<file path="src/rtl/lc3_execute.sv">
// rtl/lc3_execute.sv - LC3 execute stage: ALU, address adder, operand bypass and stage registers
//
// Purpose: computes the ADD/AND/NOT result and the effective/branch address for the
// instruction presented by decode, and registers them with the forwarded control fields.
// Ports:
//   clock, reset            rising-edge clock, asynchronous active-high reset
//   enable_execute          1 = capture this cycle, 0 = hold every register
//   E_control               {alu_op[5:4], pcselect1[3:2], pcselect2[1], op2select[0]}
//   IR, npc_in              instruction and next-PC from decode
//   Mem_control_in, W_control_in   control fields passed through to later stages
//   VSR1, VSR2              register-file operands
//   bypass_alu_1/2, bypass_mem_1/2, Mem_Bypass_Val   operand forwarding controls/data
//   sr1, sr2                combinational source-register indices for the register file
//   aluout, pcout, dr, NZP, M_Data, W_control_out, Mem_control_out, IR_Exec   registered results
module lc3_execute #(
    parameter int DW = 16
) (
    input  logic          clock,
    input  logic          reset,
    input  logic          enable_execute,
    input  logic [5:0]    E_control,
    input  logic [DW-1:0] IR,
    input  logic [DW-1:0] npc_in,
    input  logic          Mem_control_in,
    input  logic [1:0]    W_control_in,
    input  logic [DW-1:0] VSR1,
    input  logic [DW-1:0] VSR2,
    input  logic          bypass_alu_1,
    input  logic          bypass_alu_2,
    input  logic          bypass_mem_1,
    input  logic          bypass_mem_2,
    input  logic [DW-1:0] Mem_Bypass_Val,
    output logic [2:0]    sr1,
    output logic [2:0]    sr2,
    output logic [DW-1:0] aluout,
    output logic [DW-1:0] pcout,
    output logic [2:0]    dr,
    output logic [2:0]    NZP,
    output logic [DW-1:0] M_Data,
    output logic [1:0]    W_control_out,
    output logic          Mem_control_out,
    output logic [DW-1:0] IR_Exec
);

    localparam logic [3:0] OP_BR  = 4'b0000;
    localparam logic [3:0] OP_ADD = 4'b0001;
    localparam logic [3:0] OP_LD  = 4'b0010;
    localparam logic [3:0] OP_ST  = 4'b0011;
    localparam logic [3:0] OP_AND = 4'b0101;
    localparam logic [3:0] OP_LDR = 4'b0110;
    localparam logic [3:0] OP_STR = 4'b0111;
    localparam logic [3:0] OP_NOT = 4'b1001;
    localparam logic [3:0] OP_LDI = 4'b1010;
    localparam logic [3:0] OP_STI = 4'b1011;
    localparam logic [3:0] OP_JMP = 4'b1100;
    localparam logic [3:0] OP_LEA = 4'b1110;

    logic [DW-1:0] aluout_q, aluout_d;
    logic [DW-1:0] pcout_q, pcout_d;
    logic [2:0]    dr_q, dr_d;
    logic [2:0]    nzp_q, nzp_d;
    logic [DW-1:0] mdata_q, mdata_d;
    logic [1:0]    wctl_q, wctl_d;
    logic          mctl_q, mctl_d;
    logic [DW-1:0] ir_q, ir_d;

    logic [3:0]    opcode;
    logic [1:0]    alu_op;
    logic [1:0]    pcselect1;
    logic          pcselect2;
    logic          op2select;
    logic [DW-1:0] op1, r2, op2, alu_res, base, offset, addr;

    assign opcode    = IR[15:12];
    assign alu_op    = E_control[5:4];
    assign pcselect1 = E_control[3:2];
    assign pcselect2 = E_control[1];
    assign op2select = E_control[0];

    // Stores read their data register from the dr field, so sr2 moves there for them.
    assign sr1 = IR[8:6];
    assign sr2 = (opcode == OP_ST || opcode == OP_STR || opcode == OP_STI) ? IR[11:9] : IR[2:0];

    always_comb begin
        // ALU forwarding wins over memory forwarding: it holds the younger result.
        op1 = bypass_alu_1 ? aluout_q : (bypass_mem_1 ? Mem_Bypass_Val : VSR1);
        r2  = bypass_alu_2 ? aluout_q : (bypass_mem_2 ? Mem_Bypass_Val : VSR2);
        op2 = op2select ? r2 : {{(DW-5){IR[4]}}, IR[4:0]};

        case (alu_op)
            2'b00:   alu_res = op1 + op2;
            2'b01:   alu_res = op1 & op2;
            2'b10:   alu_res = ~op1;
            default: alu_res = '0;
        endcase

        base = pcselect2 ? npc_in : op1;
        case (pcselect1)
            2'b00:   offset = {{(DW-11){IR[10]}}, IR[10:0]};
            2'b01:   offset = {{(DW-9){IR[8]}}, IR[8:0]};
            2'b10:   offset = {{(DW-6){IR[5]}}, IR[5:0]};
            default: offset = '0;
        endcase
        addr = base + offset;
    end

    always_comb begin
        aluout_d = aluout_q;
        pcout_d  = pcout_q;
        dr_d     = dr_q;
        nzp_d    = nzp_q;
        mdata_d  = mdata_q;
        wctl_d   = wctl_q;
        mctl_d   = mctl_q;
        ir_d     = ir_q;
        if (enable_execute) begin
            pcout_d  = addr;
            aluout_d = (opcode == OP_ADD || opcode == OP_AND || opcode == OP_NOT) ? alu_res : addr;
            case (opcode)
                OP_ADD, OP_AND, OP_NOT, OP_LD, OP_LDR, OP_LDI, OP_LEA: dr_d = IR[11:9];
                default: dr_d = 3'b000;
            endcase
            case (opcode)
                OP_BR:   nzp_d = IR[11:9];
                OP_JMP:  nzp_d = 3'b111;
                default: nzp_d = 3'b000;
            endcase
            mdata_d  = r2;
            wctl_d   = W_control_in;
            mctl_d   = Mem_control_in;
            ir_d     = IR;
        end
    end

    always_ff @(posedge clock or posedge reset) begin
        if (reset) begin
            aluout_q <= '0;
            pcout_q  <= '0;
            dr_q     <= '0;
            nzp_q    <= '0;
            mdata_q  <= '0;
            wctl_q   <= '0;
            mctl_q   <= 1'b0;
            ir_q     <= '0;
        end else begin
            aluout_q <= aluout_d;
            pcout_q  <= pcout_d;
            dr_q     <= dr_d;
            nzp_q    <= nzp_d;
            mdata_q  <= mdata_d;
            wctl_q   <= wctl_d;
            mctl_q   <= mctl_d;
            ir_q     <= ir_d;
        end
    end

    assign aluout          = aluout_q;
    assign pcout           = pcout_q;
    assign dr              = dr_q;
    assign NZP             = nzp_q;
    assign M_Data          = mdata_q;
    assign W_control_out   = wctl_q;
    assign Mem_control_out = mctl_q;
    assign IR_Exec         = ir_q;

endmodule

</file>
<file path="config.mk">
export PLATFORM = sky130hd
export DESIGN_NAME = lc3_execute
export DESIGN_NICKNAME = d
export VERILOG_FILES = /design/src/rtl/lc3_execute.sv
export SDC_FILE = /design/constraint.sdc
export NUM_CORES = 1
export LEC_CHECK = 0
export BUFFER_PORTS_ARGS = -buffer_cell sky130_fd_sc_hd__buf_2
export CAP_MARGIN = 20
export CELL_PAD_IN_SITES_DETAIL_PLACEMENT = 0
export CELL_PAD_IN_SITES_GLOBAL_PLACEMENT = 1
export CORE_MARGIN = 4
export CORE_UTILIZATION = 42
export CTS_CLUSTER_SIZE = 16
export DETAILED_ROUTE_END_ITERATION = 12
export GPL_ROUTABILITY_DRIVEN = 1
export GPL_TIMING_DRIVEN = 0
export PLACE_DENSITY_LB_ADDON = 0.1
export REMOVE_ABC_BUFFERS = 1
export SLEW_MARGIN = 5
export SYNTH_ARGS = -nofsm -noshare
export SYNTH_HDL_FRONTEND = slang
export SYNTH_SLANG_ARGS = --single-unit
export TNS_END_PERCENT = 1
</file>
<file path="constraint.sdc">
create_clock -name clock -period 5.2 [get_ports clock]
set_input_delay 0.26 -clock clock [delete_from_list [all_inputs] [get_ports clock]]
set_output_delay 0.26 -clock clock [all_outputs]
set_load 0.03 [all_outputs]
</file>
# ---- Word level (Yosys, flattened, before mapping)
# Index checks and enable logic that the tools add are counted.
dict set report op_classes {
  n_addsub 2
  n_mul 0
  n_div 0
  order_cmp 0
  eq_ne 15
  shift 0
  n_mux 12
  bitwise 2
  n_reduce_logical 8
}
# operator count
set op_table {}
lappend op_table {{$mux W16} 7}
lappend op_table {{$pmux W16 S3} 2}
lappend op_table {{$add A16 B16 Y16} 2}
lappend op_table {{$eq A4 B4 Y1 const B} 5}
lappend op_table {{$and A16 B16 Y16} 1}
lappend op_table {{$not A16 Y16} 1}
lappend op_table {{$eq A4 B3 Y1 const B} 3}
lappend op_table {{$eq A4 B2 Y1 const B} 2}
lappend op_table {{$reduce_or A7 Y1} 1}
lappend op_table {{$mux W3} 2}
lappend op_table {{$pmux W3 S2} 1}
lappend op_table {{$eq A2 B1 Y1 const B} 2}
lappend op_table {{$eq A2 B2 Y1 const B} 2}
lappend op_table {{$eq A4 B1 Y1 const B} 1}
lappend op_table {{$logic_not A2 Y1} 2}
lappend op_table {{$logic_not A4 Y1} 1}
lappend op_table {{$logic_or A1 B1 Y1} 4}
dict set report word_totals {
  register_bits 73
  latch_bits 0
  ram_bits 0
  romBits 0
  output_inout_bits 79
  word_cells 47
  n_memories 0
}

# ---- Logic depth before layout (Yosys ltp)
dict set report depth {
  ltp_word 6
  mapped_depth 16
  mapped_depth_nobuf 14
}

# ---- Worst setup path after synthesis
# OpenSTA, ideal clock, no wires.
dict set report synth_path {
  kind {input to register}
  startpoint {input bypass_mem_1}
  endpoint {register pcout_q[14], in the netlist pcout[14]}
  arrival_time_ps 3227
  t_required_ps 5075
  path_slack_ps 1848
  stages 16
  path_cell_list {buf_2 buf_2 mux2i_1 o21ai_0 mux2_2 ha_1 inv_1 fa_1 nor2b_1 o21a_1 o21ai_0 a21oi_1 a221oi_1 o21ai_0 xor2_1 mux2_2}
}
dict set report synth_via {
  elab_chain_len 4
}
# element line
set synth_rtl {}
lappend synth_rtl {{start, declared} 30} ;# input logic bypass_mem_1,
lappend synth_rtl {{$mux W16 (2 in series)} 86} ;# op1 = bypass_alu_1 ? aluout_q : (bypass_mem_1 ? Mem_Bypass_Val : VSR1);
lappend synth_rtl {{$mux W16} 97} ;# base = pcselect2 ? npc_in : op1;
lappend synth_rtl {{$add A16 B16 Y16} 104} ;# addr = base + offset;
lappend synth_rtl {{end signal, assigned} 147} ;# pcout_q <= pcout_d;
lappend synth_rtl {{end, declared} 59} ;# logic [DW-1:0] pcout_q, pcout_d;
# No other way between the ends.
# A chain may end at the register's enable or synchronous reset.

# ---- Final worst setup path
# Same ends and word-level chain as after synthesis.

==> results by group <==
Run status
  • Status: finished clean

Layout
  • Fin nets: around 930
  • Antenna cell count: 0
  • Synth-to-layout area growth: 21.63%
  • Util after Layout: 52.46%
  • Final cell count without fillers: 983
  • Layout cells sized above 1: 33.46%

Power
  • Leak Pwr: 3.388 nW
  • Combinational power share: 47.8%
  • Sw Share: 43.67%
  • Worst VDD drop: ~0.00018 V
  • Clock share of power: between 20% and 30%
  • Switching power: 1.142 mW
  • Internal: 1.473 mW
  • Sequential power share: 30.1%
  • PD cells: 373.5 mW/mm²

Timing
  • Fin. Hold Viols: 0
  • Worst-margin pin slew: 0.9071 ns
  • Clock Skews: 0.008534 ns
  • RSZ-0062 raised after global routing: false
  • Post-route setup TNS: 0 ns
  • Min Tclk post-route: between 3 and 4 ns
  • Relative slew slack: 39.52%
  • Tcrit/Tclk final: 69.23%
  • Slew Viols, Final: 0
  • Final Setup Violations: 0
  • Fmax: between 0.2 and 0.3 GHz

Setup path
  • Reg2Reg Setup Slack: 1.76 ns
  • Crit end category: register
  • Critical R2R Capture: pcout[14]
  • Crit start category: primary input
  • Critical Path AT: between 3 and 4 ns
  • Worst reg-to-reg path cell count: 14
  • Critical Path RT: approximately 5.5 ns
  • R2r startpoint: aluout[0]
  • Crit Path Max Fanout: 16
  • Crit Path Class: primary input to register

Logic synthesis
  • Seq/Total Area, Yosys: 31.73%
  • Most common cell in the netlist: nand2_1
  • Mapped Cells: 651
  • Synth top area share: 31.73%
  • Post-synth top cells: 84 x nand2_1, 73 x dfrtp_1, 64 x o21ai_0
  • Ys async rst share: 100.0%
  • Syn Area/Cell: 8.843 µm²
  • Mapped cell area: approximately 0.0058 mm²
  • Yosys cell types: 57
  • Yosys reg bits: 73
  • Synth warn: 0
  • Area contributors post-synth: dfrtp_1 32%, mux2_2 12%, mux2i_1 7.0%
  • Top FF cell, synth: dfrtp_1
  • Post-synth top area cell: dfrtp_1
  • EDFF count, synth: 0

Floorplan
  • Core area: between 0.01 and 0.015 mm²
  • Die Wd: 125.1 µm
  • Die ar.: 0.01564 mm²
  • Initial cell density of the core: a little over two fifths
  • Die height: 125.1 µm
  • # IOs: 175
  • Row cnt: 42

Placement
  • Number of port buffers: approximately 170
  • Post-Place Cells: 967
  • HPWL after DPL: 14.00 mm
  • Placer Congestion: 0.8820

Route
  • Wire per inst: 18.41 µm
  • DRT Pass-1 Iters: 5
  • DRT antenna net count: 0
  • WL final: ~18 mm
  • Iteration-0 DRC count of the detailed router: between 200 and 300
  • Vias per inst: 5.484
  • DR vias: roughly 5400
  • Drt drc: 0

Clocking
  • Clock slew at reported path FFs: 0.06 ns
  • Clock Tree Buf Depth: 2
  • # resized after CTS: 0
  • Worst-Skew Late Latency: 0.35 ns
  • H-Tree Level Count: 3
  • CTS buffer count: 9
  • Root buffer cell: clkbuf_16
  • Clock sink count: 73
  • CTS tree: done

Global routing
  • Vias in the first global route: 5312
  • GRT Total Usage: 23.09%
  • Largest net degree at the start of global routing: 74
  • First-pass GRT wire length: 29.16 mm
  • Grt ovf: 0
  • Initial antenna violation count: 1

Hold path
  • HP Class: primary input to register
  • Worst Min Path Start: W_control_in[1]
  • Hold Path Stages: 2
  • Worst Hold End: W_control_out[1]

Flow run
  • Max-cap violations: 0
==> timing repair <==
item	in CTS	in global routing
buffers inserted	0	0
hold endpoints to repair	32	0
hold buffers	1	0
==> worst max-delay path, stage by stage <==
cell      delay, ns
buf_2          0.45
mux2i_1        0.14
o21ai_0        0.41
mux2_2         0.24
ha_1           0.20
inv_1          0.08
fa_1           0.41
nor2b_1        0.13
o21a_1         0.14
o21ai_0        0.12
a21oi_1        0.33
a221oi_1       0.17
o21ai_0        0.22
xor2_1         0.34
mux2_2         0.23
==> placed cells by master (no fill, tap or decap), types with 5 or more instances in the layout <==
cell / Yosys / layout
dfrtp_1: 73 / 73
nor3_1: 7 / 6
nand3_1: 9 / 9
buf_2: 5 / 173
ha_1: 31 / 31
clkbuf_16: 0 / 9
nor2_1: 37 / 37
xor2_1: 8 / 8
or3_1: 6 / 6
nand2_1: 84 / 84
xnor2_1: 15 / 15
inv_1: 27 / 26
a211oi_1: 5 / 5
a21oi_1: 41 / 41
o22ai_1: 6 / 6
o21ai_0: 64 / 64
nand2b_1: 7 / 7
a31oi_1: 6 / 6
a221oi_1: 5 / 5
mux2_2: 61 / 61
o2bb2ai_1: 10 / 10
mux2i_1: 40 / 40
nor2b_1: 5 / 5
and2_1: 8 / 8
==> worst max-delay path by stage <==
| stage | cells past startpoint | endpoint | slack (ns) | startpoint |
|---|---|---|---|---|
| final | 15 | pcout[14] | 1.60 | bypass_mem_1 |
| after global routing | 15 | pcout[14] | 1.39 | bypass_mem_1 |
| after CTS | 15 | pcout[14] | 1.68 | bypass_mem_1 |
| after detailed placement | 15 | pcout[14] | 1.32 | bypass_mem_1 |
| after global placement | 15 | pcout[14] | 1.35 | bypass_mem_1 |
| after floorplan | 14 | pcout[14] | 2.19 | aluout[0] |
==> per-stage QoR <==
stage	hold slack, ns	worst slack, ns	power (mW)	cell area, µm²
after CTS	0.1421	1.677	2.634	7002
after floorplan	0.3447	2.195	1.643	5597
final	0.1495	1.600	2.615	7002
after global routing	0.1515	1.389	2.784	7002
after global placement	0.4718	1.352	2.028	6688
after detailed placement	0.3225	1.319	2.045	6729
==> cell type report <==
cell class              count  area, µm²
inverters                  28      107.6
well taps                 176      220.2
clock inverters             5      33.78
fillers                  1299       6346
multi-input cells         514       3670
repair buffers            177      914.6
clock buffers              10      229.0
flip-flops and latches     73       1827
==> state kept, by name (all words and copies together) (netlist names) <==
signal           count
IR_Exec             16
M_Data              16
aluout              16
pcout               16
NZP                  3
dr                   3
W_control_out        2
Mem_control_out      1
==> metal layers <==
layer,vias up,wire length (µm),global-route usage (%)
li1,2647,-,-
met1,2564,8720,33.53
met2,160,8014,35.12
met3,18,1075,4.392
met4,2,275,6.760
met5,-,13,0
==> cell families after synthesis <==
| logic type | share of synthesized area [%] |
|---|---|
| adder cells (fa/ha/maj) | 7.281 |
| XOR/XNOR | 3.499 |
| buffers and inverters | 4.608 |
| flip-flops | 31.73 |
| AND/OR/NAND/NOR | 13.50 |
| multiplexers | 19.13 |
| AO/OA/AOI/OAI | 20.26 |
==> power by group through the flow <==
stage / clock network, mW / logic (mW) / registers [mW]
floorplan: 0 / 0.605 / 1.04
global placement: 0 / 1.24 / 0.792
detailed placement: 0 / 1.25 / 0.798
CTS: 0.593 / 1.25 / 0.789
global route: 0.616 / 1.36 / 0.805
finish: 0.578 / 1.25 / 0.788
Power figures use the tool's default switching activity.
